### src/rtl/cordic_pkg.sv
// Shared definitions for the CORDIC sin/cos reconstruction engine.
// Holds the datapath widths, the FSM state encoding, the arctangent table
// (units of 2^-32 quarter turn) and the CORDIC gain constant for each
// supported iteration count.
package cordic_pkg;

  localparam int unsigned DataW = 32;  // Q2.30 sin/cos/x/y
  localparam int unsigned FracW = 30;
  localparam int unsigned ZW    = 34;  // signed residual angle
  localparam int unsigned IdxW  = 5;   // iteration index, 0..29

  typedef logic [1:0] state_t;
  localparam state_t StIdle   = 2'd0;
  localparam state_t StRotate = 2'd1;
  localparam state_t StDone   = 2'd2;

  // atan(2^-i) / (pi/2) * 2^32, rounded to nearest.
  function automatic logic [31:0] atan_lut(input logic [IdxW-1:0] idx);
    logic [31:0] val;
    case (idx)
      5'd0:    val = 32'h8000_0000;
      5'd1:    val = 32'h4B90_147C;
      5'd2:    val = 32'h27EC_E16D;
      5'd3:    val = 32'h1444_4750;
      5'd4:    val = 32'h0A2C_350C;
      5'd5:    val = 32'h0517_5F85;
      5'd6:    val = 32'h028B_D879;
      5'd7:    val = 32'h0145_F154;
      5'd8:    val = 32'h00A2_F94D;
      5'd9:    val = 32'h0051_7CBB;
      5'd10:   val = 32'h0028_BE60;
      5'd11:   val = 32'h0014_5F30;
      5'd12:   val = 32'h000A_2F98;
      5'd13:   val = 32'h0005_17CC;
      5'd14:   val = 32'h0002_8BE6;
      5'd15:   val = 32'h0001_45F3;
      5'd16:   val = 32'h0000_A2FA;
      5'd17:   val = 32'h0000_517D;
      5'd18:   val = 32'h0000_28BE;
      5'd19:   val = 32'h0000_145F;
      5'd20:   val = 32'h0000_0A30;
      5'd21:   val = 32'h0000_0518;
      5'd22:   val = 32'h0000_028C;
      5'd23:   val = 32'h0000_0146;
      5'd24:   val = 32'h0000_00A3;
      5'd25:   val = 32'h0000_0051;
      5'd26:   val = 32'h0000_0029;
      5'd27:   val = 32'h0000_0014;
      5'd28:   val = 32'h0000_000A;
      5'd29:   val = 32'h0000_0005;
      default: val = 32'h0000_0000;
    endcase
    return val;
  endfunction

  // Product of 1/sqrt(1+2^-2i) over the iterations actually run, in Q2.30.
  // Beyond 16 iterations the product no longer moves at this precision.
  function automatic logic [31:0] gain_for(input int unsigned iter);
    logic [31:0] val;
    case (iter)
      8:       val = 32'd652039507;
      9:       val = 32'd652034533;
      10:      val = 32'd652033289;
      11:      val = 32'd652032978;
      12:      val = 32'd652032900;
      13:      val = 32'd652032881;
      14:      val = 32'd652032876;
      15:      val = 32'd652032875;
      default: val = 32'h26DD_3B6A;
    endcase
    return val;
  endfunction

endpackage

### src/rtl/cordic_sincos_reconstruct_if.sv
// Valid/ready bundle between the argument reducer, the CORDIC engine and
// the register file.
//   in_valid/in_ready/q_in/f_in     : request side (reducer -> engine)
//   out_valid/out_ready/sin_out/cos_out : result side (engine -> consumer)
// master: the environment driving requests and taking results.
// slave : the engine.
interface cordic_sincos_reconstruct_if;
  import cordic_pkg::*;

  logic             in_valid;
  logic             in_ready;
  logic [4:0]       q_in;
  logic [31:0]      f_in;
  logic             out_valid;
  logic             out_ready;
  logic [DataW-1:0] sin_out;
  logic [DataW-1:0] cos_out;

  modport master (
    output in_valid, q_in, f_in, out_ready,
    input  in_ready, out_valid, sin_out, cos_out
  );

  modport slave (
    input  in_valid, q_in, f_in, out_ready,
    output in_ready, out_valid, sin_out, cos_out
  );

endinterface

### src/rtl/cordic_quadrant_map.sv
// Combinational quadrant re-application: maps the rotated first-quadrant
// vector (x, y) to (sin, cos) of the full angle by swap and negate.
//   q_i   : quadrant 0..3
//   x_i   : rotated x (cos of reduced angle), Q2.30
//   y_i   : rotated y (sin of reduced angle), Q2.30
//   sin_o : sin of full angle, Q2.30
//   cos_o : cos of full angle, Q2.30
module cordic_quadrant_map
  import cordic_pkg::*;
(
  input  logic [1:0]              q_i,
  input  logic signed [DataW-1:0] x_i,
  input  logic signed [DataW-1:0] y_i,
  output logic signed [DataW-1:0] sin_o,
  output logic signed [DataW-1:0] cos_o
);

  // |x|,|y| stay near 1.0 in Q2.30, so negation can never wrap.
  always_comb begin
    sin_o = y_i;
    cos_o = x_i;
    unique case (q_i)
      2'd0: begin sin_o = y_i;  cos_o = x_i;  end
      2'd1: begin sin_o = x_i;  cos_o = -y_i; end
      2'd2: begin sin_o = -y_i; cos_o = -x_i; end
      2'd3: begin sin_o = -x_i; cos_o = y_i;  end
    endcase
  end

endmodule

### src/rtl/cordic_sincos_reconstruct.sv
// Iterative CORDIC engine: takes (quadrant, Q0.32 quarter-turn fraction)
// from the argument reducer, rotates the fraction over ITER cycles and
// applies the quadrant to produce signed Q2.30 sin and cos.
//   clk : clock
//   rst : synchronous reset, active-high
//   bus : slave side of cordic_sincos_reconstruct_if (request + result)
module cordic_sincos_reconstruct
  import cordic_pkg::*;
#(
  parameter int unsigned ITER = 24
) (
  input logic                        clk,
  input logic                        rst,
  cordic_sincos_reconstruct_if.slave bus
);

  localparam logic [31:0]     Gain     = gain_for(ITER);
  localparam logic [IdxW-1:0] LastIter = IdxW'(ITER - 1);

  state_t                  state_q, state_d;
  logic [1:0]              q_q, q_d;
  logic signed [DataW-1:0] x_q, x_d, y_q, y_d;
  logic signed [ZW-1:0]    z_q, z_d;
  logic [IdxW-1:0]         i_q, i_d;
  logic signed [DataW-1:0] sin_q, sin_d, cos_q, cos_d;

  logic signed [DataW-1:0] x_sh, y_sh, x_rot, y_rot, sin_map, cos_map;
  logic signed [ZW-1:0]    z_rot, atan_ext;
  logic                    d_pos;

  // Only the low two quadrant bits carry information.
  logic unused_q_hi;
  assign unused_q_hi = ^bus.q_in[4:2];

  // One micro-rotation; a single shifter per axis serves all iterations.
  always_comb begin
    x_sh     = x_q >>> i_q;
    y_sh     = y_q >>> i_q;
    atan_ext = {2'b00, atan_lut(i_q)};
    d_pos    = ~z_q[ZW-1];
    if (d_pos) begin
      x_rot = x_q - y_sh;
      y_rot = y_q + x_sh;
      z_rot = z_q - atan_ext;
    end else begin
      x_rot = x_q + y_sh;
      y_rot = y_q - x_sh;
      z_rot = z_q + atan_ext;
    end
  end

  // Map the final-iteration vector directly so the result registers on
  // the same edge that enters DONE.
  cordic_quadrant_map u_quadrant_map (
    .q_i  (q_q),
    .x_i  (x_rot),
    .y_i  (y_rot),
    .sin_o(sin_map),
    .cos_o(cos_map)
  );

  always_comb begin
    state_d = state_q;
    q_d     = q_q;
    x_d     = x_q;
    y_d     = y_q;
    z_d     = z_q;
    i_d     = i_q;
    sin_d   = sin_q;
    cos_d   = cos_q;
    case (state_q)
      StIdle: begin
        if (bus.in_valid) begin
          q_d     = bus.q_in[1:0];
          x_d     = Gain;
          y_d     = '0;
          z_d     = {2'b00, bus.f_in};
          i_d     = '0;
          state_d = StRotate;
        end
      end
      StRotate: begin
        x_d = x_rot;
        y_d = y_rot;
        z_d = z_rot;
        i_d = i_q + 1'b1;
        if (i_q == LastIter) begin
          sin_d   = sin_map;
          cos_d   = cos_map;
          state_d = StDone;
        end
      end
      StDone: begin
        if (bus.out_ready) state_d = StIdle;
      end
      default: state_d = StIdle;
    endcase
  end

  always_ff @(posedge clk) begin
    if (rst) begin
      state_q <= StIdle;
      q_q     <= '0;
      x_q     <= '0;
      y_q     <= '0;
      z_q     <= '0;
      i_q     <= '0;
      sin_q   <= '0;
      cos_q   <= '0;
    end else begin
      state_q <= state_d;
      q_q     <= q_d;
      x_q     <= x_d;
      y_q     <= y_d;
      z_q     <= z_d;
      i_q     <= i_d;
      sin_q   <= sin_d;
      cos_q   <= cos_d;
    end
  end

  assign bus.in_ready  = (state_q == StIdle);
  assign bus.out_valid = (state_q == StDone);
  assign bus.sin_out   = sin_q;
  assign bus.cos_out   = cos_q;

endmodule

### src/flat_wrapper.sv
// flat-port wrapper written by rule: the top's interface ports become plain ports
module cordic_sincos_reconstruct_flat import cordic_pkg::*;
#(
  parameter int unsigned ITER = 24
)
  (clk, rst, bus_in_valid, bus_q_in, bus_f_in, bus_out_ready, bus_in_ready, bus_out_valid, bus_sin_out, bus_cos_out);
  cordic_sincos_reconstruct_if bus_i ();
  input logic clk;
  input logic rst;
  input wire logic [$bits(bus_i.in_valid)-1:0] bus_in_valid;
  input wire logic [$bits(bus_i.q_in)-1:0] bus_q_in;
  input wire logic [$bits(bus_i.f_in)-1:0] bus_f_in;
  input wire logic [$bits(bus_i.out_ready)-1:0] bus_out_ready;
  output wire logic [$bits(bus_i.in_ready)-1:0] bus_in_ready;
  output wire logic [$bits(bus_i.out_valid)-1:0] bus_out_valid;
  output wire logic [$bits(bus_i.sin_out)-1:0] bus_sin_out;
  output wire logic [$bits(bus_i.cos_out)-1:0] bus_cos_out;
  assign bus_i.in_valid = bus_in_valid;
  assign bus_i.q_in = bus_q_in;
  assign bus_i.f_in = bus_f_in;
  assign bus_i.out_ready = bus_out_ready;
  assign bus_in_ready = bus_i.in_ready;
  assign bus_out_valid = bus_i.out_valid;
  assign bus_sin_out = bus_i.sin_out;
  assign bus_cos_out = bus_i.cos_out;
  cordic_sincos_reconstruct #(.ITER(ITER)) u_core (.clk(clk), .rst(rst), .bus(bus_i));
endmodule
### config.mk
export PLATFORM = sky130hd
export DESIGN_NAME = cordic_sincos_reconstruct_flat
export DESIGN_NICKNAME = d
export VERILOG_FILES = /design/src/rtl/cordic_pkg.sv /design/src/rtl/cordic_sincos_reconstruct_if.sv /design/src/rtl/cordic_quadrant_map.sv /design/src/rtl/cordic_sincos_reconstruct.sv /design/src/flat_wrapper.sv
export SDC_FILE = /design/constraint.sdc
export NUM_CORES = 1
export LEC_CHECK = 0
export CELL_PAD_IN_SITES_DETAIL_PLACEMENT = 1
export CELL_PAD_IN_SITES_GLOBAL_PLACEMENT = 1
export CORE_ASPECT_RATIO = 1.5
export CORE_MARGIN = 2
export CORE_UTILIZATION = 48
export CTS_BUF_LIST = sky130_fd_sc_hd__clkbuf_4
export DETAILED_ROUTE_END_ITERATION = 12
export PLACE_DENSITY_LB_ADDON = 0.1
export SYNTH_ARGS = -nofsm -noshare
export SYNTH_HDL_FRONTEND = slang
export SYNTH_SLANG_ARGS = --single-unit
### constraint.sdc
create_clock -name clk -period 8.1 [get_ports clk]
set_input_delay 1.62 -clock clk [delete_from_list [all_inputs] [get_ports clk]]
set_output_delay 1.62 -clock clk [all_outputs]
set_load 0.005 [all_outputs]
---- Word-level counts from Yosys, hierarchy flattened ----
Memories as Yosys holds them, arrays and structs flattened. A register that Yosys moved wholly into a read port is not among the register bits.
Index checks and enable logic that the tools add are counted.
storage, ports and cells
  output and inout bits ................... 66
  ROM bits ................................ 1024
  bits of input ports ..................... 41
  register bits after elaboration ......... 171
  memories kept ........................... 1
cells by class
  shifts and indexed selects .............. 2
  mux-type cells .......................... 19
  eq/ne operators ......................... 9
  add/sub/neg operators ................... 9
  reduce and logical (&&, ||, !) cells .... 7
memory list
  memory            depth  bits a word  read ports  clocked after Yosys merged registers in  write ports  line              text
  (name not given)  32     32           1           1                                        0            cordic_pkg.sv:20  case (idx)
operator list
  operator               number
  $pmux W32 S4           2
  $mux W32               4
  $pmux W32 S2           2
  $mux W34               2
  $pmux W34 S2           1
  $add A32 B32 Y32       2
  $neg A32 Y32           2
  $sshr A32 B5 Y32       2
  $sub A32 B32 Y32       2
  $add A34 B33 Y34       1
  $sub A34 B33 Y34       1
  $mux W5                3
  $pmux W5 S2            1
  $eq A2 B2 Y1 const B   3
  $mux W2                3
  $pmux W2 S3            1
  $reduce_and A2 Y1      3
  $add A5 B1 Y5 const B  1
  $eq A5 B5 Y1 const B   1
  $eq A2 B1 Y1 const B   2
  $logic_not A2 Y1       2
  $ne A2 B2 Y1 const B   2
  $reduce_and A3 Y1      1
  $ne A2 B1 Y1 const B   1
  $reduce_bool A2 Y1     1

---- Logic depth before layout (Yosys ltp) ----
  depth after elaboration ................. 5
  mapped depth ............................ 30
  depth with buffers taken out ............ 26

---- By module ----
A second synthesis with hierarchy kept.
unflattened totals
  cells, all modules ...................... 2908
  area, all modules ....................... 22457.8 sq um
by module, submodules not included
  module                     cells each  seq. area each (sq um)  area an instance (sq um)  times used
  cordic_sincos_reconstruct  2420        4063.9                  19253.5                   1
  cordic_quadrant_map        488         0.0                     3204.3                    1

---- Least setup slack after synthesis ----
No wires, ideal clock.
  path type ............................... register to register
  start point ............................. register u_core.i_q[0]
  end point ............................... register u_core.cos_q[31] (netlist: u_core.bus.cos_out[31])
  buffers on the path ..................... 3
  arrival ................................. 6215 ps
  slack ................................... 1769 ps
  required time ........................... 7984 ps
  stages on the path, launching flop included .. 29
  path through ............................ dfxtp_1 -> buf_6 -> buf_8 -> mux4_2 -> a32oi_1 -> o221ai_1 -> a221oi_1 -> ha_1 -> and3_1 -> nand3_1 -> nor3b_2 -> and4_1 -> a21boi_1 -> and2_1 -> nor2_1 -> xor2_1 -> ha_1 -> clkbuf_1 -> nand2_1 -> nor3_1 -> a221oi_1 -> o21ai_0 -> or2_2 -> o311ai_1 -> nor2b_1 -> a311o_1 -> mux2i_1 -> o221ai_1 -> o211a_1
on the way
  word-level cells in the longest chain between the ends .. 5
ends and longest elaborated chain
  item                                            line                                                              text
  start: declaration                              cordic_sincos_reconstruct.sv:24                                   logic [IdxW-1:0] i_q, i_d;
  start signal: assignment                        cordic_sincos_reconstruct.sv:116                                  i_q <= i_d;
  $sshr A32 B5 Y32 (on tied branches)             cordic_sincos_reconstruct.sv:38, cordic_sincos_reconstruct.sv:37
  $sub A32 B32 Y32, or another cell as far along  cordic_sincos_reconstruct.sv:42                                   x_rot = x_q - y_sh;
  $mux W32                                        cordic_sincos_reconstruct.sv:41                                   if (d_pos) begin
  $neg A32 Y32 (on tied branches)                 cordic_quadrant_map.sv:25, cordic_quadrant_map.sv:24
  $pmux W32 S4                                    cordic_quadrant_map.sv:22                                         unique case (q_i)
  end signal: assignment                          cordic_sincos_reconstruct.sv:118                                  cos_q <= cos_d;
  end: declaration                                cordic_sincos_reconstruct.sv:25                                   logic signed [DataW-1:0] sin_q, sin_d, cos_q, cos_d;
Several ways; a longest one is shown, not always the timed one.
A chain may end at the register's enable or synchronous reset.

---- Final worst setup path ----
  start point ............................. register u_core.i_q[0]
  end point ............................... register u_core.sin_q[24] (netlist: u_core.bus.sin_out[24])
on the way
  word-level cells in the longest chain between the ends .. 5
ends and longest elaborated chain
  item                                            line                                                              text
  $sshr A32 B5 Y32 (on tied branches)             cordic_sincos_reconstruct.sv:38, cordic_sincos_reconstruct.sv:37
  $sub A32 B32 Y32, or another cell as far along  cordic_sincos_reconstruct.sv:42
  $mux W32                                        cordic_sincos_reconstruct.sv:41
  $neg A32 Y32 (on tied branches)                 cordic_quadrant_map.sv:26, cordic_quadrant_map.sv:25
  $pmux W32 S4                                    cordic_quadrant_map.sv:22
  end signal: assignment                          cordic_sincos_reconstruct.sv:117                                  sin_q <= sin_d;
  end: declaration                                cordic_sincos_reconstruct.sv:25
Several ways; a longest one is shown, not always the timed one.

==> flow_summary_export.csv <==
group,metric,value,unit
worst_setup_path,cp_common_cell,"a21oi_1",
timing,max_freq,131,MHz
cts,cts_max_path_buffers,3,
min_path,min_path_cells,2,
drt,met2_length,54.0,mm
drt,wl_per_cell,28.7,um
logic_synthesis,synth_edf_count,0,
drt,dr.pass1.iters,5,
worst_setup_path,crit_slowest_cell,"dfxtp_4",
global_route,grt_max_degree,102,
logic_synthesis,ys_top_cells_by_area,"dfxtp_1 (17%), mux4_2 (8.8%), ha_1 (6.0%)",
logic_synthesis,avgSynthCellArea,7.49,um2
timing,setup_violations,0,
timing,rsz0062_at_grt,"false",
logic_synthesis,synth_top_cell_by_area,"dfxtp_1",
die,pin_count,107,
worst_setup_path,cp.required,8.81,ns
logic_synthesis,muxShareOfSynthArea,0.133,
global_route,antenna_found_initial,5,
timing,finalCritPeriodShare,0.939,
die,dieArea,51200,um2
drt,drt_iter0_markers,2203,
worst_setup_path,path_class,"flop to flop",
timing,finalSetupTns,0,ns
die,num_rows,99,
run_status,status,"finished clean",
logic_synthesis,ys_async_sr_fraction,0,
drt,final_antenna_net_count,0,
placed_design,dp.cells,3849,
logic_synthesis,synth.top_cell.area_share,0.172,
worst_setup_path,end_kind,"flop",
cts,cts.sinks,203,
logic_synthesis,synth-adder-area-share,0.0622,
timing,min_period,7.61,ns
final_layout,final_cell_mix,"nor2_1 (367), nand2_1 (367), a21oi_1 (280)",
drt,drc,0,
timing,worstMarginPinSlew,1.32,ns
worst_setup_path,rr_endpoint,"u_core.bus.sin_out[24]",
timing,skew,0.180,ns
final_layout,fin_cells,3952,
worst_setup_path,critical_path.top_delay_family,"compound AO/OA/AOI/OAI gates",
worst_setup_path,crit_arrival,8.32,ns
cts,cts-root-buf,"clkbuf_4",
cts,clock_latency,0.94,ns
cts,cts_made_buffers,56,
logic_synthesis,netlist_area,23700,um2
final_layout,fin_nets,3409,
global_route,grt_overflow,0,
logic_synthesis,synth_compound_area_frac,0.272,
worst_setup_path,startpoint_type,"flop",
drt,vias,27300,
placed_design,place_congestion,1.06,
worst_setup_path,r2r_cells,22,
timing,drv_slew,0,
global_route,grt_pass1_vias,28300,
drt,met3_length,8.07,mm
worst_setup_path,cp_cell_sequence,"buf_12 > mux4_2 > a32oi_1 > nand2_1 > a211oi_2 > ha_1 > nor2_1 > a21oi_1 > inv_1 > fa_1 > nor2b_1 > o31a_1 > a21oi_1 > a2111oi_1 > o2111ai_1 > nor4_1 > nand3_1 > or3_1 > buf_4 > o211ai_1 > buf_4 > a21oi_1",
min_path,hold_end,"u_core.bus.cos_out[29]",
final_layout,area_growth,12.0,%
placed_design,hpwl,85.2,mm
min_path,hold_path.class,"flop to flop",
logic_synthesis,syn_inst,3162,
worst_setup_path,r2r-start,"u_core.i_q[0]",
logic_synthesis,yosysSeqAreaShare,0.172,
min_path,hold_start,"u_core.bus.cos_out[29]",
drt,m1WireLength,39.2,mm
run,maxCapViolCount,0,
final_layout,final_layout_size_suffix_gt1_frac,0.131,
worst_setup_path,crit_buf_inv,4,
timing,hold_viol,0,
die,coreArea,48700,um2
drt,wl,113,mm
logic_synthesis,synth_xor_area_frac,0.0656,
worst_setup_path,r2r_slack,0.49,ns
logic_synthesis,ys_ff_latch,203,
die,die_w,185,um
cts,htreeDepth,2,
worst_setup_path,cpPeakStageDelay,0.71,ns
placed_design,portBuffers,103,
timing,relSlewSlack,0.116,
global_route,grt_pass1_wl,170,mm
cts,cts_tree,"done",
logic_synthesis,synth_nets,3319,
logic_synthesis,synth_ff_type,"dfxtp_1",
logic_synthesis,synthSimpleGateAreaFrac,0.242,
logic_synthesis,ys_warn_count,0,
die,start_util,0.486,
global_route,grt_usage,0.436,
cts,clk_pin_slew,0.07,ns
drt,dr.max_layer_used,"met4",
worst_setup_path,cp_max_fo,32,
die,dieHeight,276,um
logic_synthesis,synth_top_family_by_area,"compound AO/OA/AOI/OAI gates",
logic_synthesis,synth_cell_types,110,
cts,cts_hold_buf,0,
drt,drt-vias-per-instance,6.90,
-- worst max-delay path by stage --
stage	from	to	slack, ns	cells past startpoint
6_report	u_core.i_q[0]	u_core.bus.sin_out[24]	0.49	22
5_1_grt	u_core.i_q[0]	u_core.bus.sin_out[24]	0.05	23
4_1_cts	u_core.i_q[1]	u_core.bus.cos_out[23]	0.52	26
3_5_place_dp	u_core.i_q[1]	u_core.bus.cos_out[23]	0.48	26
3_3_place_gp	u_core.i_q[1]	u_core.bus.cos_out[23]	0.63	26
2_1_floorplan	u_core.i_q[0]	u_core.bus.cos_out[31]	1.77	28
-- what timing repair did --
action                                  in CTS  in global routing
endpoints found under the setup margin       0                  9
buffers inserted                             0                  1
endpoints found under the hold margin        0                  0
gates resized for setup                      0                  1
-- layer usage --
metal  GRT usage  vias up
met5           0        -
met4       0.385        0
met3      0.0983      522
met2       0.724     1318
met1       0.457    13400
li1            -    12000
-- sequential cells by signal, indices dropped and copies added, names as in the netlist --
signal              flops
u_core.bus.sin_out     32
u_core.x_q             32
u_core.state_q          2
u_core.q_q              2
u_core.i_q              5
u_core.z_q             34
u_core.y_q             32
u_core.bus.cos_out     32
u_core.atan_ext        32
-- layout make-up --
cell class	instances	area, um2
Fill cell	6222	22200
Multi-Input combinational cell	2659	18400
Sequential cell	203	4080
Timing Repair Buffer	255	2220
Tap cell	656	821
Clock buffer	72	541
Inverter	77	289
Clock inverter	25	169
Antenna cell	5	12.5
-- tightest hold or removal path, cell delays in order (launching register included) --
cell,delay (ns)
dfxtp_1,0.31
nand2_1,0.05
o21ai_1,0.05
-- cell families after synthesis --
kind of cell | after synthesis
AND/OR/NAND/NOR | 1210
AO/OA/AOI/OAI | 967
buffers and inverters | 300
flip-flops | 203
multiplexers | 192
XOR/XNOR | 174
adder cells (fa/ha/maj) | 116
-- synth_stat cells, types with 10 or more instances --
cell type / instances
mux2i_1: 67
o21ai_0: 128
a21o_1: 53
nand2b_1: 28
o211ai_1: 39
o31ai_1: 17
a211oi_1: 57
buf_2: 18
o21bai_1: 12
xnor2_1: 87
nor3_1: 106
nor4_1: 17
mux2_2: 20
ha_1: 113
nor2b_1: 23
mux4_2: 93
o221ai_1: 11
o22ai_1: 40
inv_1: 71
nand2_1: 368
nand3_1: 97
or3_1: 26
buf_1: 32
or2_2: 15
o21a_1: 20
a311oi_1: 40
nor2_1: 367
clkbuf_1: 154
buf_6: 11
a31oi_1: 75
and3_1: 34
and2_1: 35
nor3b_1: 10
a221oi_1: 18
nand4_1: 21
xor2_1: 83
dfxtp_1: 203
a22oi_1: 10
o21ai_1: 21
a21oi_1: 280
-- metrics by stage --
| stage | hold WS (ns) | instance area [um2] | utilization | worst slack (ns) |
|---|---|---|---|---|
| after floorplan | 0.442 | 23700 | - | 1.77 |
| after global placement | 0.438 | 25800 | 0.529 | 0.631 |
| after detailed placement | 0.444 | 25800 | 0.529 | 0.484 |
| after CTS | 0.454 | 26500 | 0.544 | 0.522 |
| after global routing | 0.487 | 26500 | 0.544 | 0.0550 |
| final | 0.455 | 26500 | 0.545 | 0.492 |
Power is left out: the tool's default activity adds up to more than one toggle a clock period on the data nets, which glitch-free logic cannot reach.
